`src/rtl/main_bus_arbiter.sv`:
```
`default_nettype none
// ============================================================================
// Module      : main_bus_arbiter
// Description : Two-requester round-robin arbiter for a shared multiplexed
//               address/data bus. Each grant runs one burst:
//               ADDR (1 cycle) -> DATA (DATAPAYLOADSIZE cycles) -> TURN
//               (1 cycle), then back to IDLE for at least one cycle.
// Ports       : clk, resetH          - clock, async active-high reset
//               req, req_rw          - per-requester request / direction
//               req_addr0/1, wdata0/1- per-requester address and write data
//               gnt, done            - one-hot grant, end-of-burst pulse
//               wr_ready             - write beat consumed this cycle
//               rdata, rd_valid      - registered read beat to requester
//               AddrValid, rw        - bus address strobe / direction
//               AddrData_out/_oe/_in - bus drive value, enable, sampled value
// Revision    : 1.0 - initial release
// ============================================================================
module main_bus_arbiter #(
    parameter int DATAWIDTH       = 16,
    parameter int DATAPAYLOADSIZE = 4
) (
    input  logic                 clk,
    input  logic                 resetH,
    input  logic [1:0]           req,
    input  logic [1:0]           req_rw,
    input  logic [DATAWIDTH-1:0] req_addr0,
    input  logic [DATAWIDTH-1:0] req_addr1,
    input  logic [DATAWIDTH-1:0] wdata0,
    input  logic [DATAWIDTH-1:0] wdata1,
    output logic [1:0]           gnt,
    output logic                 wr_ready,
    output logic [DATAWIDTH-1:0] rdata,
    output logic                 rd_valid,
    output logic [1:0]           done,
    output logic                 AddrValid,
    output logic                 rw,
    output logic [DATAWIDTH-1:0] AddrData_out,
    output logic                 AddrData_oe,
    input  logic [DATAWIDTH-1:0] AddrData_in
);

    localparam logic [3:0] BEATS = 4'(DATAPAYLOADSIZE);

    typedef enum logic [1:0] {
        IDLE = 2'd0,
        ADDR = 2'd1,
        DATA = 2'd2,
        TURN = 2'd3
    } state_t;

    state_t               state;
    logic                 last_gnt;    // index of the requester granted last
    logic [3:0]           beat_cnt;
    logic [DATAWIDTH-1:0] addr_drive;  // address held for the ADDR cycle, else 0
    logic                 winner;
    logic [DATAWIDTH-1:0] wdata_sel;

    // Contention goes to the requester that was not served last; a lone
    // requester always wins.
    always_comb begin
        winner = 1'b0;
        if (req == 2'b11) begin
            winner = ~last_gnt;
        end else begin
            winner = req[1];
        end
    end

    assign wdata_sel = gnt[1] ? wdata1 : wdata0;

    // Write beats pass straight through so the requester's current word is on
    // the bus in the same cycle wr_ready tells it the word was taken.
    assign AddrData_out = ((state == DATA) && !rw) ? wdata_sel : addr_drive;

    always_ff @(posedge clk or posedge resetH) begin
        if (resetH) begin
            state       <= IDLE;
            last_gnt    <= 1'b1;
            beat_cnt    <= 4'd0;
            addr_drive  <= '0;
            gnt         <= 2'b00;
            wr_ready    <= 1'b0;
            rdata       <= '0;
            rd_valid    <= 1'b0;
            done        <= 2'b00;
            AddrValid   <= 1'b0;
            rw          <= 1'b0;
            AddrData_oe <= 1'b0;
        end else begin
            // Single-cycle strobes default low.
            done      <= 2'b00;
            rd_valid  <= 1'b0;
            AddrValid <= 1'b0;

            case (state)
                IDLE: begin
                    if (req != 2'b00) begin
                        state       <= ADDR;
                        gnt         <= winner ? 2'b10 : 2'b01;
                        last_gnt    <= winner;
                        rw          <= req_rw[winner];
                        addr_drive  <= winner ? req_addr1 : req_addr0;
                        AddrValid   <= 1'b1;
                        AddrData_oe <= 1'b1;
                    end
                end

                ADDR: begin
                    state       <= DATA;
                    beat_cnt    <= BEATS;
                    addr_drive  <= '0;
                    AddrData_oe <= ~rw;   // release the bus for reads
                    wr_ready    <= ~rw;
                end

                DATA: begin
                    if (rw) begin
                        rdata    <= AddrData_in;
                        rd_valid <= 1'b1;
                    end
                    if (beat_cnt != 4'd0) begin
                        beat_cnt <= beat_cnt - 4'd1;
                    end
                    if (beat_cnt <= 4'd1) begin
                        state       <= TURN;
                        done        <= gnt;
                        AddrData_oe <= 1'b0;
                        wr_ready    <= 1'b0;
                    end
                end

                TURN: begin
                    state <= IDLE;
                    gnt   <= 2'b00;
                    rw    <= 1'b0;
                end

                default: begin
                    state <= IDLE;
                end
            endcase
        end
    end

endmodule
`default_nettype wire

```
`config.mk`:
```
export PLATFORM = sky130hd
export DESIGN_NAME = main_bus_arbiter
export DESIGN_NICKNAME = d
export VERILOG_FILES = /design/src/rtl/main_bus_arbiter.sv
export SDC_FILE = /design/constraint.sdc
export NUM_CORES = 1
export LEC_CHECK = 0
export CAP_MARGIN = 20
export CORE_MARGIN = 1
export CORE_UTILIZATION = 36
export DETAILED_ROUTE_END_ITERATION = 7
export PLACE_DENSITY = 0.8
export REMOVE_ABC_BUFFERS = 1
export SETUP_SLACK_MARGIN = 0.5
export SYNTH_ARGS = -nofsm -noshare
export SYNTH_HDL_FRONTEND = slang
export SYNTH_SLANG_ARGS = --single-unit
```
`constraint.sdc`:
```
create_clock -name clk -period 1.7 [get_ports clk]
set_input_delay 0.425 -clock clk [delete_from_list [all_inputs] [get_ports clk]]
set_output_delay 0.425 -clock clk [all_outputs]
set_load 0.005 [all_outputs]
```
==> reports/metrics.yaml, run 1 <==
floorplan:
  die_w_microns: 86.0
  die_h_microns: 86.0
  coreArea_sq_um: 6790
  io_pins: 127
  rows: 30
  die_area_sq_um: 7400
  start_util: 0.374
timing:
  drv_slew: 0
  finalHoldViolCount: 0
  period_needed_ns: 1.96
  fmax_ghz: 0.511
  setup_ws_ns: -0.258
  slew-limit-headroom: 0.763
  finalSetupViolCount: 43
  max_slew.worst_pin.slew_ns: 0.354
  rsz0062_at_grt: "true"
  fin_skew_ns: 0.00750
  fin_crit_sh: 1.15
  fin_setup_tns_ns: -7.27
logic_synthesis:
  ys_seq_elements: 48
  ys_seq_area_frac: 0.473
  avgSynthCellArea_sq_um: 11.4
  synth_top_area_share: 0.463
  async_reset_ff_frac: 1.00
  netlist_area_sq_um: 2540
  synth_cells: 223
  yosys_most_used_dff: "dfrtp_1"
  synth_cell_types: 36
  ys.warnings.count: 0
  synthTopCellsByArea: "dfrtp_1 (46%), mux2i_1 (14%), mux2_2 (7.5%)"
  synth_area_leader_cell: "dfrtp_1"
  synth_edf_count: 0
job:
  drv_cap: 0
cells_and_area:
  antenna_cells: 0
  n_fill_cell: 491
  final_cell_area_sq_um: 4880
  stdcell_count: 503
  syn_to_final_growth_pct: 91.9
  drive_gt1_frac: 0.464
  final_nets: 499
global_routing:
  grt_max_degree: 26
  antenna_found_initial: 0
  grt_pass1_vias: 2493
  grt_pass1_wl_microns: 12800
  track_usage: 0.229
  grt-ovfl-total: 0
place:
  dpl.hpwl_microns: 5140
  dpl_cell_area_sq_um: 4050
  gp_congestion: 0.806
  dp_slack_ns: -0.387
  port-buffer-count: 126
  dp_cells: 454
run_status:
  status: "finished with violations"
  violations: "negative setup slack"
clocking:
  clock-sinks: 48
  cts_tree: "built"
  cts_buffers: 5
  clk_pin_slew_ns: 0.08
  h-tree-depth: 2
  cts_root_buf: "clkbuf_8"
  clockBufferDepth: 2
  worstSkewPairLatency_ns: 0.30
detailed_routing:
  viasPerCell: 5.01
  dr.pass1.iters: 4
  vias: 2518
  drtIter0Drc: 63
  wirelength_microns: 8860
  ant_nets: 0
  drc_errors: 0
  wl_per_cell_microns: 17.6
worst_setup_path:
  cp-start-kind: "flop"
  crit_family: "buffers and inverters"
  critPathKind: "reg2out"
  cp.required_ns: 1.27
  cp-end-kind: "primary output"
  cp_cell_sequence: "inv_2 > ha_4 > nand2b_4 > buf_16 > o21ai_2 > buf_2"
  crit_arrival_ns: 1.53
  path_max_fanout: 8
  cp_num_buf_inv: 3
  cpMaxStageDelayCell: "dfrtp_1"
  slowest_delay_ns: 0.40
worst_hold_path:
  hold_path.class: "in2async"
pwr:
  power_mw: 8.00
  p_leak_nw: 2.23
  irDropWorstVdd_mv: 0.943
  power_density_nw_per_um2: 1640
-- cells in the mapped netlist (4+ instances only) --
| master | count |
|---|---|
| dfrtp_1 | 47 |
| mux2i_1 | 35 |
| nand2_1 | 22 |
| o21ai_0 | 20 |
| mux2_2 | 17 |
| o2bb2ai_1 | 16 |
| nor2_1 | 8 |
| ha_1 | 7 |
| inv_1 | 7 |
| buf_2 | 4 |
| nand2b_1 | 4 |
-- where the power goes --
part / internal [mW] / switching (mW)
registers: 1.63 / 0.332
logic: 3.10 / 2.30
clock network: 0.289 / 0.360
-- sequential cells by signal, indices dropped and copies added (netlist names), 2 cells and up --
name and flops:
state 2, beat_cnt 4, done 2, addr_drive 16, gnt 2, rdata 16
-- cells in the final DEF (no fill, tap or decap), drive strengths merged, types with 2 or more instances in the layout --
| master | instances |
|---|---|
| nand2b | 4 |
| inv | 7 |
| nand3 | 2 |
| a32o | 3 |
| a21oi | 3 |
| a31oi | 2 |
| nand2 | 25 |
| mux2i | 35 |
| nor2 | 9 |
| dlygate4sd2 | 2 |
| and2 | 2 |
| dfrtp | 47 |
| bufbuf | 3 |
| mux2 | 18 |
| o21ai | 21 |
| clkbuf | 7 |
| buf | 99 |
| clkdlybuf4s50 | 83 |
| o2bb2ai | 16 |
| ha | 7 |
-- worst paths after layout --
kind	startpoint	endpoint	slack (ns)	depth (start not counted)
worst max-delay path	state[0]	AddrData_out[0]	-0.26	6
worst min-delay path	resetH	beat_cnt[3]	0.39	2
worst max register to register	state[1]	AddrData_oe	-0.25	10
worst min register to register	addr_drive[12]	addr_drive[12]	0.50	1
max in group asynchronous	resetH	last_gnt	0.83	3
min in group clk	addr_drive[12]	addr_drive[12]	0.50	1
-- worst register-to-register path, stage by stage, from the launching register on --
cell	delay, ns
dfrtp_1	0.42
ha_4	0.18
buf_4	0.14
buf_6	0.11
buf_6	0.10
buf_6	0.10
buf_6	0.11
buf_12	0.14
o31ai_4	0.08
nand3b_1	0.16
mux2_2	0.29
-- stage by stage --
step / util / hold WS [ns]
after global routing: 0.718 / 0.410
after global placement: 0.596 / 0.473
final: 0.718 / 0.387
after CTS: 0.686 / 0.385
after detailed placement: 0.596 / 0.475
after floorplan: - / 0.456
-- kinds of logic after synthesis --
group | Yosys count | synth area share
multiplexers | 53 | 0.218
AO/OA/AOI/OAI | 50 | 0.139
flip-flops | 48 | 0.473
AND/OR/NAND/NOR | 45 | 0.0856
buffers and inverters | 20 | 0.0502
adder cells (fa/ha/maj) | 7 | 0.0344
-- what timing repair did --
item                                   in CTS  in global routing
setup endpoints to repair                  88                 89
endpoints found under the hold margin       0                  0
setup buffers                              18                 13
gates cloned                               10                  0
pin swaps                                  25                  6
gates resized for setup                   275                 30
hold buffers                                0                  0
-- per-layer routing --
| layer | routed length (microns) | share of wire | global-route usage | up-vias |
|---|---|---|---|---|
| li1 | - | - | - | 1175 |
| met1 | 3430 | 0.39 | 0.261 | 1230 |
| met2 | 4700 | 0.53 | 0.429 | 100 |
| met3 | 633 | 0.071 | 0.0597 | 13 |
| met4 | 101 | 0.011 | 0.0439 | 0 |
| met5 | 0 | 0 | 0 | - |
-- cell type report --
type                       instances  area [sq um]  area share
clock buffer                       7          76.3      0.0156
timing repair buffer             187          1830       0.376
multi-input combinational        157          1610       0.330
tap                               96           120      0.0246
clock inverter                     1          5.00     0.00103
inverter                           7          31.3     0.00641
sequential                        48          1200       0.246
No activity file was read; power rests on OpenSTA's default activity.
==> run 2, diff against run 1 <==
--- a/config.mk
+++ b/config.mk
@@ -6,9 +6,10 @@
 export NUM_CORES = 1
 export LEC_CHECK = 0
 export CAP_MARGIN = 20
-export CORE_MARGIN = 1
 export CORE_UTILIZATION = 36
 export DETAILED_ROUTE_END_ITERATION = 7
+export GPL_TIMING_DRIVEN = 1
+export HOLD_SLACK_MARGIN = 0.1
 export PLACE_DENSITY = 0.8
 export REMOVE_ABC_BUFFERS = 1
 export SETUP_SLACK_MARGIN = 0.5
==> results of run 2 <==
The final DEF is identical to that of run 1; final timing and power are the same.
==> run 3, diff against run 2 <==
--- a/config.mk
+++ b/config.mk
@@ -6,11 +6,11 @@
 export NUM_CORES = 1
 export LEC_CHECK = 0
 export CAP_MARGIN = 20
-export CORE_UTILIZATION = 36
+export CORE_UTILIZATION = 40
 export DETAILED_ROUTE_END_ITERATION = 7
 export GPL_TIMING_DRIVEN = 1
 export HOLD_SLACK_MARGIN = 0.1
-export PLACE_DENSITY = 0.8
+export PLACE_DENSITY = 0.84
 export REMOVE_ABC_BUFFERS = 1
 export SETUP_SLACK_MARGIN = 0.5
 export SYNTH_ARGS = -nofsm -noshare
==> constraint.sdc (replaced) <==
create_clock -name clk -period 2 [get_ports clk]
set_input_delay 0.5 -clock clk [delete_from_list [all_inputs] [get_ports clk]]
set_output_delay 0.5 -clock clk [all_outputs]
set_load 0.005 [all_outputs]
==> reports/metrics.yaml, run 3 (same netlist as run 1, synthesis figures left out) <==
run_status:
  status: "finished with violations"  # unchanged
  violations: "negative setup slack"  # unchanged
pwr:
  p_leak_nw: 2.13  # was 2.23 nW
  irDropWorstVdd_mv: 1.16  # was 0.943 mV
  power_density_nw_per_um2: 1410  # was 1640 nW/um^2
floorplan:
  die_h_microns: 81.7  # was 86.0 microns
  die_area_sq_um: 6680  # was 7400 sq um
  start_util: 0.422  # was 0.374
  rows: 28  # was 30
  coreArea_sq_um: 6030  # was 6790 sq um
  die_w_microns: 81.7  # was 86.0 microns
  io_pins: 127  # unchanged
worst_setup_path:
  crit_arrival_ns: 1.58  # was 1.53 ns
  cp-start-kind: "flop"  # unchanged
  path_max_fanout: 7  # was 8
  cp.required_ns: 1.50  # was 1.27 ns
  critPathLaunch: "state[1]"  # was state[0]
  cp-end-kind: "primary output"  # unchanged
  rr_startpoint: "state[0]"  # was state[1]
  critPathKind: "reg2out"  # unchanged
global_routing:
  grt_pass1_vias: 2503  # was 2,493
  grt_max_degree: 19  # was 26
  antenna_found_initial: 0  # unchanged
  grt_pass1_wl_microns: 11800  # was 12,800 microns
  track_usage: 0.237  # was 0.229
  grt-ovfl-total: 0  # unchanged
timing:
  setup_ws_ns: -0.0823  # was -0.258 ns
  fmax_ghz: 0.480
  drv_slew: 0  # unchanged
  finalHoldViolCount: 0  # unchanged
  fin_skew_ns: 0.00615  # was 0.00750 ns
  slew-limit-headroom: 0.741  # was 0.763
  fin_crit_sh: 1.04
  finalSetupViolCount: 16  # was 43
  rsz0062_at_grt: "true"  # unchanged
  max_slew.worst_pin.slew_ns: 0.388  # was 0.354 ns
  period_needed_ns: 2.08
detailed_routing:
  drc_errors: 0  # unchanged
  wl_per_cell_microns: 18.9  # was 17.6 microns
  drtIter0Drc: 115  # was 63
  dr.pass1.iters: 4  # unchanged
  wirelength_microns: 8860  # about the same
  vias: 2496  # was 2,518
  viasPerCell: 5.32  # was 5.01
  ant_nets: 0  # unchanged
cells_and_area:
  antenna_cells: 0  # unchanged
  reg_top3: "addr_drive: 16 flops, rdata: 16 flops, beat_cnt: 4 flops"  # unchanged
  stdcell_count: 469  # was 503
  final_util: 0.801  # was 0.718
  final_nets: 486  # was 499
  syn_to_final_growth_pct: 90.0  # was 91.9%
  final_common_cell: "clkdlybuf4s50_1"  # unchanged
  final_cell_mix: "clkdlybuf4s50_1 (83), dfrtp_1 (45), mux2i_1 (34), buf_4 (29), dlygate4sd2_1 (25)"  # was clkdlybuf4s50_1 (83), dfrtp_1 (47), buf_2 (39), mux2i_1 (35), buf_4 (29)
  drive_gt1_frac: 0.426  # was 0.464
clocking:
  cts_tree: "built"  # unchanged
  cts_root_buf: "clkbuf_8"  # unchanged
  cts_buffers: 5  # unchanged
  clock-sinks: 48  # unchanged
  clk_pin_slew_ns: 0.09  # was 0.08 ns
  clockBufferDepth: 2  # unchanged
  worstSkewPairLatency_ns: 0.30  # about the same
  h-tree-depth: 2  # unchanged
  hold_buffers: 0  # unchanged
worst_hold_path:
  hold_path.class: "in2async"  # unchanged
place:
  port-buffer-count: 126  # unchanged
  dpl.hpwl_microns: 5090  # was 5140 microns
  gp_congestion: 0.777  # was 0.806
  dp_cells: 428  # was 454
job:
  drv_cap: 0  # unchanged
==> run 3: cell count changes in the layout (fill, tap and decap cells not counted), sizes merged <==
cell	before	now
buf	99	66
dlygate4sd2	2	25
nand2	25	23
bufbuf	3	2
clkbuf	7	6
clkinv	1	2
==> run 3: worst paths after layout <==
check / cells past startpoint / end / slack (ns)
max: 6 / AddrData_out[13] / -0.08
min: 2 / addr_drive[0] / 0.49
max reg2reg: 9 / addr_drive[4] / 0.26
min reg2reg: 1 / rdata[15] / 0.51
max in group asynchronous: 3 / rd_valid / 0.96
min in group clk: 1 / rdata[15] / 0.51
==> run 3: stage by stage <==
step	total power, mW	setup WS [ns]	instance area [sq um]	setup TNS [ns]	hold slack, ns
after detailed placement	4.58	-0.279	3970	-3.34	0.474
after CTS	6.07	0.0185	4520	0	0.494
after floorplan	2.95	-0.145	2440	-2.31	0.456
after global routing	7.21	-0.134	4830	-1.56	0.523
final	6.81	-0.0823	4830	-0.668	0.489
after global placement	4.47	-0.232	3970	-2.91	0.473
==> run 3: power breakdown <==
group | total, mW | internal (mW) | leakage (nW) | switching [mW]
clock network | 0.600 | 0.276 | 0.0510 | 0.324
registers | 1.70 | 1.39 | 0.596 | 0.318
logic | 4.51 | 2.57 | 1.48 | 1.94
total | 6.81 | 4.23 | 2.13 | 2.58
==> run 3: layout make-up <==
cell class | count | area, sq um
well taps | 75 | 93.8
repair buffers | 176 | 1760
multi-input cells | 155 | 1660
clock buffers | 6 | 82.6
clock inverters | 2 | 10.0
flip-flops and latches | 48 | 1200
fillers | 350 | 1200
inverters | 7 | 26.3
==> run 3: what timing repair did <==
action,4_1_cts,5_1_grt
setup endpoints to repair,78,59
gates cloned,6,0
buffers inserted,20,7
gates resized for setup,177,50
pin swaps,24,15
==> run 3: routing by layer <==
metal	track usage	wire [microns]	vias up
met4	0.0754	174	0
met1	0.248	3250	1218
met5	0	0	-
met2	0.450	4710	112
met3	0.0689	719	20
li1	-	-	1146
==> run 3: critical path, stage by stage (launching register included) <==
cell	delay, ns
dfrtp_1	0.44
ha_4	0.20
nand2b_4	0.19
buf_12	0.18
nand2_2	0.06
o21ai_2	0.07
buf_2	0.14
